## config.mk

```make
export PLATFORM = sky130hd
export DESIGN_NAME = control_sequencer
export DESIGN_NICKNAME = d
export VERILOG_FILES = /design/src/rtl/cpu_ctrl_pkg.sv /design/src/rtl/ctrl_decode.sv /design/src/rtl/control_sequencer.sv
export SDC_FILE = /design/constraint.sdc
export NUM_CORES = 1
export LEC_CHECK = 0
export ABC_AREA = 0
export CAP_MARGIN = 0
export CORE_UTILIZATION = 25
export DETAILED_ROUTE_END_ITERATION = 10
export PLACE_DENSITY = 0.71
export SYNTH_ARGS = -nofsm -noshare
export SYNTH_HDL_FRONTEND = slang
export SYNTH_SLANG_ARGS = --single-unit
```

## constraint.sdc

```tcl
create_clock -name clock -period 1.8 [get_ports clock]
set_input_delay 0.36 -clock clock [delete_from_list [all_inputs] [get_ports clock]]
set_output_delay 0.36 -clock clock [all_outputs]
set_load 0.005 [all_outputs]
```

## src/rtl/cpu_ctrl_pkg.sv

```systemverilog
// Purpose: shared opcodes, ALU encodings, FSM states and strobe bundle for the
//          hardwired control sequencer.
// Ports  : none (package).
package cpu_ctrl_pkg;

  localparam int OPC_W    = 5;
  localparam int ALU_OP_W = 4;

  // Opcodes taken from ir[31:27]
  localparam logic [OPC_W-1:0] OPC_LD   = 5'b00000;
  localparam logic [OPC_W-1:0] OPC_LDI  = 5'b00001;
  localparam logic [OPC_W-1:0] OPC_ST   = 5'b00010;
  localparam logic [OPC_W-1:0] OPC_ADD  = 5'b00011;
  localparam logic [OPC_W-1:0] OPC_SUB  = 5'b00100;
  localparam logic [OPC_W-1:0] OPC_AND  = 5'b01010;
  localparam logic [OPC_W-1:0] OPC_OR   = 5'b01011;
  localparam logic [OPC_W-1:0] OPC_ADDI = 5'b01100;
  localparam logic [OPC_W-1:0] OPC_BR   = 5'b10011;
  localparam logic [OPC_W-1:0] OPC_IN   = 5'b10110;
  localparam logic [OPC_W-1:0] OPC_OUT  = 5'b10111;
  localparam logic [OPC_W-1:0] OPC_NOP  = 5'b11010;
  localparam logic [OPC_W-1:0] OPC_HALT = 5'b11011;

  localparam logic [ALU_OP_W-1:0] ALU_NOP = 4'd0;
  localparam logic [ALU_OP_W-1:0] ALU_ADD = 4'd1;
  localparam logic [ALU_OP_W-1:0] ALU_SUB = 4'd2;
  localparam logic [ALU_OP_W-1:0] ALU_AND = 4'd3;
  localparam logic [ALU_OP_W-1:0] ALU_OR  = 4'd4;

  typedef enum logic [3:0] {RST, T0, T1, T2, T3, T4, T5, T6, T7, HALT} state_t;

  // Instructions grouped by the shape of their execute sequence
  typedef enum logic [3:0] {
    CLS_LD, CLS_LDI, CLS_ST, CLS_ALU, CLS_ADDI, CLS_BR,
    CLS_IN, CLS_OUT, CLS_NOP, CLS_HALT, CLS_ILL
  } cls_t;

  typedef struct packed {
    logic gra, grb, grc, rin, rout, baout;
    logic pcout, pcin, incpc;
    logic marin, mdrin, mdrout, memread, ramenable;
    logic yin, zin, zlowout, zhighout, cout, irin, conin;
    logic inport_out, outport_in, illegal;
  } strobes_t;

endpackage

```

## src/rtl/ctrl_decode.sv

```systemverilog
// Purpose: combinational opcode -> instruction class and ALU operation.
// Ports  : opc_i (opcode field), cls_o (sequence class), alu_o (ALU select
//          for the register-register ALU class; ADD for everything else).
module ctrl_decode
  import cpu_ctrl_pkg::*;
(
  input  logic [OPC_W-1:0]    opc_i,
  output cls_t                cls_o,
  output logic [ALU_OP_W-1:0] alu_o
);

  always_comb begin
    cls_o = CLS_ILL;
    alu_o = ALU_ADD;
    case (opc_i)
      OPC_LD:   cls_o = CLS_LD;
      OPC_LDI:  cls_o = CLS_LDI;
      OPC_ST:   cls_o = CLS_ST;
      OPC_ADD:  cls_o = CLS_ALU;
      OPC_SUB:  begin cls_o = CLS_ALU; alu_o = ALU_SUB; end
      OPC_AND:  begin cls_o = CLS_ALU; alu_o = ALU_AND; end
      OPC_OR:   begin cls_o = CLS_ALU; alu_o = ALU_OR;  end
      OPC_ADDI: cls_o = CLS_ADDI;
      OPC_BR:   cls_o = CLS_BR;
      OPC_IN:   cls_o = CLS_IN;
      OPC_OUT:  cls_o = CLS_OUT;
      OPC_NOP:  cls_o = CLS_NOP;
      OPC_HALT: cls_o = CLS_HALT;
      default:  cls_o = CLS_ILL;
    endcase
  end

endmodule

```

## src/rtl/control_sequencer.sv

```systemverilog
// Purpose: hardwired Moore control unit stepping fetch T0..T2 and a
//          per-opcode execute sequence T3..T7, driving datapath strobes.
// Ports  : clock/clear (sync active-high), ir (opcode in [31:27]), CON
//          (branch flag), run, illegal, datapath strobes, alu_op.
//          Build macro CTRL_MEM_WAIT_EN adds mem_ready; memory steps stall
//          until it is high.
module control_sequencer
  import cpu_ctrl_pkg::*;
(
  input  logic                clock,
  input  logic                clear,
`ifdef CTRL_MEM_WAIT_EN
  input  logic                mem_ready,
`endif
  input  logic [31:0]         ir,
  input  logic                CON,
  output logic                run,
  output logic                illegal,
  output logic                Gra, Grb, Grc,
  output logic                Rin, Rout, BAout,
  output logic                PCout, PCin, IncPC,
  output logic                MARin, MDRin, MDRout, memRead,
  output logic                ramEnable,
  output logic                Yin, Zin, Zlowout, Zhighout, Cout, IRin, CONin,
  output logic                InPort_Out, OutPort_In,
  output logic [ALU_OP_W-1:0] alu_op
);

  state_t                state_q, state_d;
  cls_t                  cls;
  logic [ALU_OP_W-1:0]   alu_dec;
  logic                  mem_go;
  strobes_t              s;
  logic                  run_l;
  logic [ALU_OP_W-1:0]   alu_l;
  logic                  unused_ir;

  assign unused_ir = ^ir[26:0];

`ifdef CTRL_MEM_WAIT_EN
  assign mem_go = mem_ready;
`else
  assign mem_go = 1'b1;
`endif

  ctrl_decode u_decode (
    .opc_i (ir[31:27]),
    .cls_o (cls),
    .alu_o (alu_dec)
  );

  always_ff @(posedge clock) begin
    if (clear) state_q <= RST;
    else       state_q <= state_d;
  end

  // nop/halt are resolved on leaving T2, so the opcode must already be
  // visible on ir during T2.
  always_comb begin
    state_d = state_q;
    case (state_q)
      RST: state_d = T0;
      T0:  state_d = T1;
      T1:  if (mem_go) state_d = T2;
      T2: begin
        case (cls)
          CLS_NOP:  state_d = T0;
          CLS_HALT: state_d = HALT;
          default:  state_d = T3;
        endcase
      end
      T3: begin
        case (cls)
          CLS_IN, CLS_OUT, CLS_ILL: state_d = T0;
          default:                  state_d = T4;
        endcase
      end
      T4: state_d = T5;
      T5: begin
        case (cls)
          CLS_LD, CLS_ST, CLS_BR: state_d = T6;
          default:                state_d = T0;
        endcase
      end
      T6: begin
        case (cls)
          CLS_LD:  if (mem_go) state_d = T7;
          CLS_ST:  state_d = T7;
          default: state_d = T0;
        endcase
      end
      T7:   if (cls != CLS_ST || mem_go) state_d = T0;
      HALT: state_d = HALT;
      default: state_d = RST;
    endcase
  end

  always_comb begin
    s     = '0;
    run_l = 1'b1;
    alu_l = ALU_NOP;
    case (state_q)
      T0: begin s.pcout = 1'b1; s.marin = 1'b1; s.incpc = 1'b1; end
      T1: begin s.memread = 1'b1; s.mdrin = 1'b1; end
      T2: begin s.mdrout = 1'b1; s.irin = 1'b1; end
      T3: begin
        case (cls)
          CLS_LD, CLS_LDI, CLS_ST: begin s.grb = 1'b1; s.baout = 1'b1; s.yin = 1'b1; end
          CLS_ALU, CLS_ADDI:       begin s.grb = 1'b1; s.rout = 1'b1; s.yin = 1'b1; end
          CLS_BR:  begin s.gra = 1'b1; s.rout = 1'b1; s.conin = 1'b1; end
          CLS_IN:  begin s.gra = 1'b1; s.rin = 1'b1; s.inport_out = 1'b1; end
          CLS_OUT: begin s.gra = 1'b1; s.rout = 1'b1; s.outport_in = 1'b1; end
          CLS_ILL: s.illegal = 1'b1;
          default: ;
        endcase
      end
      T4: begin
        case (cls)
          CLS_LD, CLS_LDI, CLS_ST, CLS_ADDI: begin s.cout = 1'b1; s.zin = 1'b1; alu_l = ALU_ADD; end
          CLS_ALU: begin s.grc = 1'b1; s.rout = 1'b1; s.zin = 1'b1; alu_l = alu_dec; end
          CLS_BR:  begin s.pcout = 1'b1; s.yin = 1'b1; end
          default: ;
        endcase
      end
      T5: begin
        case (cls)
          CLS_LDI, CLS_ALU, CLS_ADDI: begin s.zlowout = 1'b1; s.gra = 1'b1; s.rin = 1'b1; end
          CLS_LD, CLS_ST: begin s.zlowout = 1'b1; s.marin = 1'b1; end
          CLS_BR:  begin s.cout = 1'b1; s.zin = 1'b1; alu_l = ALU_ADD; end
          default: ;
        endcase
      end
      T6: begin
        case (cls)
          CLS_LD:  begin s.memread = 1'b1; s.mdrin = 1'b1; end
          CLS_ST:  begin s.gra = 1'b1; s.rout = 1'b1; s.mdrin = 1'b1; end
          // Branch taken only when the condition flag is set during T6
          CLS_BR:  begin s.zlowout = CON; s.pcin = CON; end
          default: ;
        endcase
      end
      T7: begin
        case (cls)
          CLS_LD:  begin s.mdrout = 1'b1; s.gra = 1'b1; s.rin = 1'b1; end
          CLS_ST:  s.ramenable = 1'b1;
          default: ;
        endcase
      end
      HALT:    run_l = 1'b0;
      default: ;
    endcase
  end

  assign run        = run_l;
  assign alu_op     = alu_l;
  assign illegal    = s.illegal;
  assign Gra        = s.gra;
  assign Grb        = s.grb;
  assign Grc        = s.grc;
  assign Rin        = s.rin;
  assign Rout       = s.rout;
  assign BAout      = s.baout;
  assign PCout      = s.pcout;
  assign PCin       = s.pcin;
  assign IncPC      = s.incpc;
  assign MARin      = s.marin;
  assign MDRin      = s.mdrin;
  assign MDRout     = s.mdrout;
  assign memRead    = s.memread;
  assign ramEnable  = s.ramenable;
  assign Yin        = s.yin;
  assign Zin        = s.zin;
  assign Zlowout    = s.zlowout;
  assign Zhighout   = s.zhighout;
  assign Cout       = s.cout;
  assign IRin       = s.irin;
  assign CONin      = s.conin;
  assign InPort_Out = s.inport_out;
  assign OutPort_In = s.outport_in;

endmodule
```

==> flow_summary.json <==
{
  "core_mm2": 0.00315,
  "run_status": "finished with violations",
  "final_common_cell": "buf_4",
  "areaGrowthSynthToFinish_pct": 135,
  "crit_slowest_cell": "or4b_4",
  "pwr-share-clk_pct": 18.5,
  "power_mw": 0.589,
  "multi_input_area_um2": 943,
  "critPathMaxStageDelay_ns": 0.59,
  "power_per_cell_area_mw_per_mm2": 292,
  "fillCellCount": 281,
  "synth_edf_count": 0,
  "syn-mean-instance-area_um2": 6.35,
  "synthArstFlopShare_pct": 0,
  "htree_num_levels": 1,
  "ir_drop_mv": 0.130,
  "path_class": "reg -> out",
  "portBuffers": 34,
  "max_cap_violations": 0,
  "wl_um": 4070,
  "cp.required_ns": 1.44,
  "drc": 0,
  "final_cell_mix": "buf_4, buf_6, buf_2",
  "clock_path_buffers": 2,
  "antenna_found_initial": 0,
  "regMostFlops": "state_q",
  "clk_pin_slew_ns": 0.03,
  "largest_register_ff_count": 4,
  "synth_largest_area_cell": "dfxtp_1",
  "tns_ns": -3.12,
  "sw_frac_of_total_pct": 36.9,
  "ios": 64,
  "std_cell_rows": 20,
  "final_cells": 277,
  "drive_gt1_share_pct": 68.7,
  "setup_ws_ns": -0.257,
  "netlist_instances": 135,
  "synth-seq-cells": 4,
  "hold_path_class": "reg -> reg",
  "max_freq_ghz": 0.486,
  "p_comb_share_pct": 64.2,
  "clock-root-buffer": "clkbuf_4",
  "grt_first_pass_wirelength_um": 6090,
  "period_share_pct": 114,
  "grt_use_total_pct": 21.8,
  "grt_setup_unrepaired": "yes",
  "p_switching_mw": 0.217,
  "yosys_most_used_dff": "dfxtp_1",
  "crit_path_end_kind": "primary output",
  "die_y_um": 60.6,
  "synth_area_leaders": "dfxtp_1, nand2_1, nor2_1",
  "syn_area_um2": 857,
  "hold_viol_final": 0,
  "synth_top_cell_area_share_pct": 9.34,
  "grt_start_max_net_pins": 15,
  "min_period_ns": 2.06,
  "cts.sinks": 4,
  "drt_iter0_markers": 36,
  "initial_utilization_pct": 27.2,
  "drv_slew": 0,
  "violations": "negative setup slack",
  "grt_pass1_vias": 1360,
  "start_kind": "register",
  "pwr-share-seq_pct": 17.3,
  "post-place-cells": 249,
  "grt-ovfl-total": 0,
  "internal_power_mw": 0.372,
  "worstPathArrival_ns": 1.70,
  "ys_warn_count": 0,
  "finalClockSkew_ns": 0.00557,
  "ant_nets": 0,
  "fin_nets": 270,
  "drt_first_pass_iters": 4,
  "hpwl_um": 2330,
  "reg_top3": "state_q: 4 flops",
  "cts_inserted_buffers": 3,
  "worst-path-max-fanout": 4,
  "die-area_mm2": 0.00367,
  "clk_latency_ns": 0.23,
  "wl_per_cell_um": 14.7,
  "crit_chain": "or4b_4 -> buf_6 -> o41ai_2 -> or3b_1 -> buf_2",
  "whs_ns": 0.668,
  "diodes": 0,
  "leakagePower_nw": 0.954,
  "regArea_um2": 87.6,
  "routabilityCongestion": 0.860,
  "hold_buffers": 0,
  "ys_seq_area_share_pct": 9.34,
  "setup-violations-final": 23,
  "ys_types": 50,
  "dieWidth_um": 60.6,
  "via_count": 1405,
  "cts_tree": "done",
  "final_util_pct": 63.9,
  "viasPerCell": 5.07
}
-- worst max-delay path, delay by kind of cell (launching register included) --
family / cells / cell delay [ns]
simple gates: 2 / 0.73
flops: 1 / 0.32
compound gates: 1 / 0.17
buf+inv: 2 / 0.24
-- cell usage after synthesis, types with 2 or more instances --
library cell,instances
buf_6,2
nand3_1,4
o211ai_1,2
o22ai_1,3
nor2_1,14
nor4b_1,2
nor3_1,7
inv_1,7
nand4bb_1,2
nor4_1,3
clkbuf_1,7
nand2_1,18
a22oi_1,2
nand2b_1,5
dfxtp_1,4
o21bai_1,2
buf_4,2
buf_2,4
and3_1,3
a21oi_1,6
or3b_1,2
o21ai_0,6
-- power by group through the flow --
stage                     Clock, mW  Combinational, mW  Sequential [mW]
after floorplan                   0              0.128            0.100
after global placement            0              0.261            0.100
after detailed placement          0              0.264            0.101
after CTS                     0.114              0.338            0.101
after global routing          0.123              0.400            0.102
final                         0.109              0.378            0.102
-- repair_timing --
item | CTS | global route
gates resized for setup | 176 | 32
setup buffers | 22 | 5
pin swaps | 23 | 7
setup endpoints to repair | 29 | 27
-- worst paths after layout --
kind | startpoint | endpoint | slack (ns) | depth (start not counted)
max | state_q[0]$_SDFF_PP0_ | Gra | -0.26 | 5
min | state_q[0]$_SDFF_PP0_ | state_q[3]$_SDFF_PP0_ | 0.67 | 2
max reg2reg | state_q[0]$_SDFF_PP0_ | state_q[2]$_SDFF_PP0_ | 0.15 | 7
min reg2reg | state_q[0]$_SDFF_PP0_ | state_q[3]$_SDFF_PP0_ | 0.67 | 2
-- cell type report --
| cell class | count | share of cell area, % |
|---|---|---|
| Timing Repair Buffer | 109 | 43.5 |
| Sequential cell | 4 | 4.35 |
| Tap cell | 44 | 2.73 |
| Clock buffer | 3 | 1.12 |
| Multi-Input combinational cell | 110 | 46.8 |
| Inverter | 7 | 1.43 |
-- logic make-up after synthesis --
kind of cell / after synthesis / share of synthesized area (%)
simple gates: 72 / 47.4
flops: 4 / 9.34
mux: 1 / 1.17
buf+inv: 22 / 12.8
other cells: 1 / 0.438
compound gates: 35 / 28.8
-- metrics by stage --
step | setup WS (ns) | area (um2)
floorplan | 0.0155 | 873
global placement | -0.900 | 1560
detailed placement | -0.963 | 1560
CTS | -0.270 | 1930
global route | -0.331 | 2010
finish | -0.257 | 2010
-- routing by layer --
metal  part of all wire (%)  track usage (%)  wire length [um]
met5                      0                0                 0
met4                    1.0             5.52                42
met3                    6.0             3.84               246
met2                     51             40.2              2070
met1                     42             25.9              1700
Power figures use the tool's default switching activity.
==> RTL change 1: new RTL, same settings <==
Add a define of `CTRL_MEM_WAIT_EN`.
--- a/src/rtl/control_sequencer.sv
+++ b/src/rtl/control_sequencer.sv
@@ -6,2 +6,4 @@
 //          until it is high.
+`define CTRL_MEM_WAIT_EN
+
 module control_sequencer
Ports: changed (added mem_ready); port bits go from 64 to 65. The function was not compared with the original's and may differ.
==> RTL change 1 against the original RTL <==
The flow still finishes with violations (negative setup slack). First-iteration DRC count rose to 2.9 times the old value. Count of clock-buffer cells in the layout unchanged. Setup slack improved by 51 ps. Register-to-register slack worse by 240 ps. Design area increased by 22%. Area after synthesis up 10%. Utilization increased by 7.1 points. Total power grew 25%. Wire length rose by 38%. Sequential cell count is the same. Critical path depth rose by 1. Largest cell class is now buffers.
==> RTL change 1: results <==
[run_status]
outcome = complete, but fails checks
violations = negative setup slack

[synth]
seq_area_frac_synth = 0.0847
yosys-top-cells-count = nor2_1, nand2_1, clkbuf_1
netlist.area_leader.share = 0.0847
post_synth_inst_count = 145
synth_area_leaders = dfxtp_1, nor2_1, nand2_1
synth.distinct_cells = 55

[final_layout]
stdcell_count = 310
finalNetCount = 302
fillers = 247
seq_area_um2 = 95.1
final_layout_size_suffix_gt1_frac = 0.731

[global_routing]
grt_usage = 0.263
grt_max_degree = 13
grt_pass1_wl_mm = 8.34
grt-ovfl-total = 0
grt_pass1_vias = 1683

[placed_design]
hpwl_mm = 2.57
post_dp_cell_area_um2 = 1680
routabilityCongestion = 0.908
post-place-ws_ps = -933
dpl.cell_count = 262
port_buffers = 35

[routing]
wl_met3_um = 359
wl_met1_mm = 2.20
viasPerCell = 5.44
drtIter0Drc = 104
post_drt_wl_per_cell_um = 18.1

[sta]
fin_worst_skew_ps = 3.32
setup_ws_ps = -206
fin_setup_tns_ps = -2300
finalSetupViolCount = 26

[pwr]
p_leak_uw = 0.00110
pg_comb_uw = 438
pwr-share-clk = 0.259
switching_share = 0.342
ir_drop_mv = 0.178

[critical_path]
critPathMaxFanout = 5
worstPathArrival_ps = 1650

[cts]
cts_root_buffer = clkbuf_8
RTL change 1: what timing repair did:
action,in CTS,in global routing
setup buffers,38,8
resized for setup,209,35
hold buffers,0,0
hold endpoints to repair,0,0
setup endpoints to repair,31,31
pin swaps,34,20
RTL change 1: layout make-up:
type / instances / share of cell area
multi-input cells: 121 / 0.444
clock buffers: 3 / 0.0168
flip-flops and latches: 4 / 0.0386
well taps: 46 / 0.0234
repair buffers: 134 / 0.474
inverters: 2 / 0.00305
RTL change 1: cell families after synthesis:
| logic type | count (synthesis) | synth area share |
|---|---|---|
| mux | 4 | 0.0450 |
| other cells | 1 | 0.00396 |
| compound gates | 35 | 0.258 |
| flops | 4 | 0.0847 |
| simple gates | 80 | 0.503 |
| buf+inv | 21 | 0.106 |
RTL change 1: critical path, stage by stage, from the launching register on:
cell      delay [ps]
dfxtp_4          350
nand2b_4         170
nor3_4           190
nand4b_1         230
buf_4            220
nor2_1           130
buf_2            140
RTL change 1: final timing paths:
path | from | slack, ps | cells past startpoint | endpoint
worst max-delay path | state_q[1]$_SDFFE_PP0P_ | -210 | 6 | OutPort_In
worst max register to register | state_q[3]$_SDFFE_PP0P_ | -90 | 6 | state_q[3]$_SDFFE_PP0P_
worst min-delay path | state_q[0]$_SDFFE_PP0P_ | 700 | 3 | state_q[1]$_SDFFE_PP0P_
worst min register to register | state_q[0]$_SDFFE_PP0P_ | 700 | 3 | state_q[1]$_SDFFE_PP0P_
RTL change 1: per-layer routing:
metal | up-vias | GRT usage
li1 | 768 | -
met1 | 814 | 0.305
met2 | 86 | 0.477
met3 | 18 | 0.0380
met4 | 0 | 0.105
met5 | - | 0
==> RTL change 2: new RTL, same settings <==
Without the edit above. Register the inputs `clear`, `ir` and `CON` before use. The logic sees them one clock later.
--- a/src/rtl/control_sequencer.sv
+++ b/src/rtl/control_sequencer.sv
@@ -28,2 +28,12 @@
 
+  logic clear_q;
+  logic [31:0] ir_q;
+  logic CON_q;
+
+  always_ff @(posedge clock) begin
+    clear_q <= clear;
+    ir_q    <= ir;
+    CON_q   <= CON;
+  end
+
   state_t                state_q, state_d;
@@ -37,3 +47,3 @@
 
-  assign unused_ir = ^ir[26:0];
+  assign unused_ir = ^ir_q[26:0];
 
@@ -46,3 +56,3 @@
   ctrl_decode u_decode (
-    .opc_i (ir[31:27]),
+    .opc_i (ir_q[31:27]),
     .cls_o (cls),
@@ -52,3 +62,3 @@
   always_ff @(posedge clock) begin
-    if (clear) state_q <= RST;
+    if (clear_q) state_q <= RST;
     else       state_q <= state_d;
@@ -137,3 +147,3 @@
           // Branch taken only when the condition flag is set during T6
-          CLS_BR:  begin s.zlowout = CON; s.pcin = CON; end
+          CLS_BR:  begin s.zlowout = CON_q; s.pcin = CON_q; end
           default: ;
Behaviour: not the same (Yosys sat finds a counterexample within 4 cycles, from zero or initial values).
==> RTL change 2 against the original RTL <==
The flow still finishes with violations (negative setup slack). Sequential cell count grew 7. Total power increased by 42%. Setup slack worse by 230 ps. Area after synthesis is 8.6% higher. Design area is 8.2% higher. Count of clock-buffer cells in the layout is the same. Maximum frequency down 9.9%. Sequential power rose to 2.6 times the old value. Utilization is 0.57 points lower. Wire length grew 5.7%. Clock power rose by 110%. Critical path type unchanged. Largest power group unchanged. Highest routed layer unchanged.
==> RTL change 2: results <==
[placed_design]
post-place-ws_ps = -603
post_dp_cell_area_um2 = 1600
hpwl_mm = 2.39
routabilityCongestion = 0.932

[synth]
yosys-top-cells-count = nor2_1, dfxtp_1, clkbuf_1, nand2_1, nand2b_1
synth-compound-area-share = 0.223
synthMuxAreaShare = 0.0108

[pwr]
ir_drop_mv = 0.380
switching_share = 0.294

[run_status]
violations = negative setup slack
outcome = complete, but fails checks

[global_routing]
use_met3 = 0.0255
grt_use_met1 = 0.231
use_met2 = 0.341
grt_pass1_wl_mm = 6.16

[sta]
setup_ws_ps = -484
fin_worst_skew_ps = 1.59
whs_ps = 464
finalSetupViolCount = 26

[critical_path]
timing.rr.start = ir_q[29]$_DFF_P_
critical-path-max-stage-delay_ps = 550
worstPathArrival_ps = 1920

[routing]
firstDrtPassIters = 5
wl_met1_mm = 1.70
wl_met3_um = 260

[final_layout]
seq_area_um2 = 228
finalNetCount = 269
reg_top3 = ir_q: 5 flops, state_q: 4 flops
## RTL change 2: cell type report
type	instances	area share
inverter	5	0.00861
clock buffer	3	0.0189
multi-input combinational	105	0.427
timing repair buffer	108	0.413
sequential	11	0.104
clock inverter	1	0.00230
tap	46	0.0264
## RTL change 2: cell families after synthesis
kind of cell | count (synthesis)
buf+inv | 20
mux | 1
simple gates | 70
flops | 11
other cells | 1
compound gates | 32
## RTL change 2: power groups by stage
stage	clock network [uW]	logic [uW]	registers [uW]
final	234	331	269
after global routing	259	350	270
after CTS	242	255	267
after detailed placement	0	210	270
after global placement	0	209	269
after floorplan	0	98.4	268
## RTL change 2: repair_timing
item,4_1_cts,5_1_grt
setup buffers,18,16
gates cloned,0,0
hold endpoints to repair,0,0
pin swaps,14,25
endpoints found under the setup margin,27,25
resized for setup,136,62
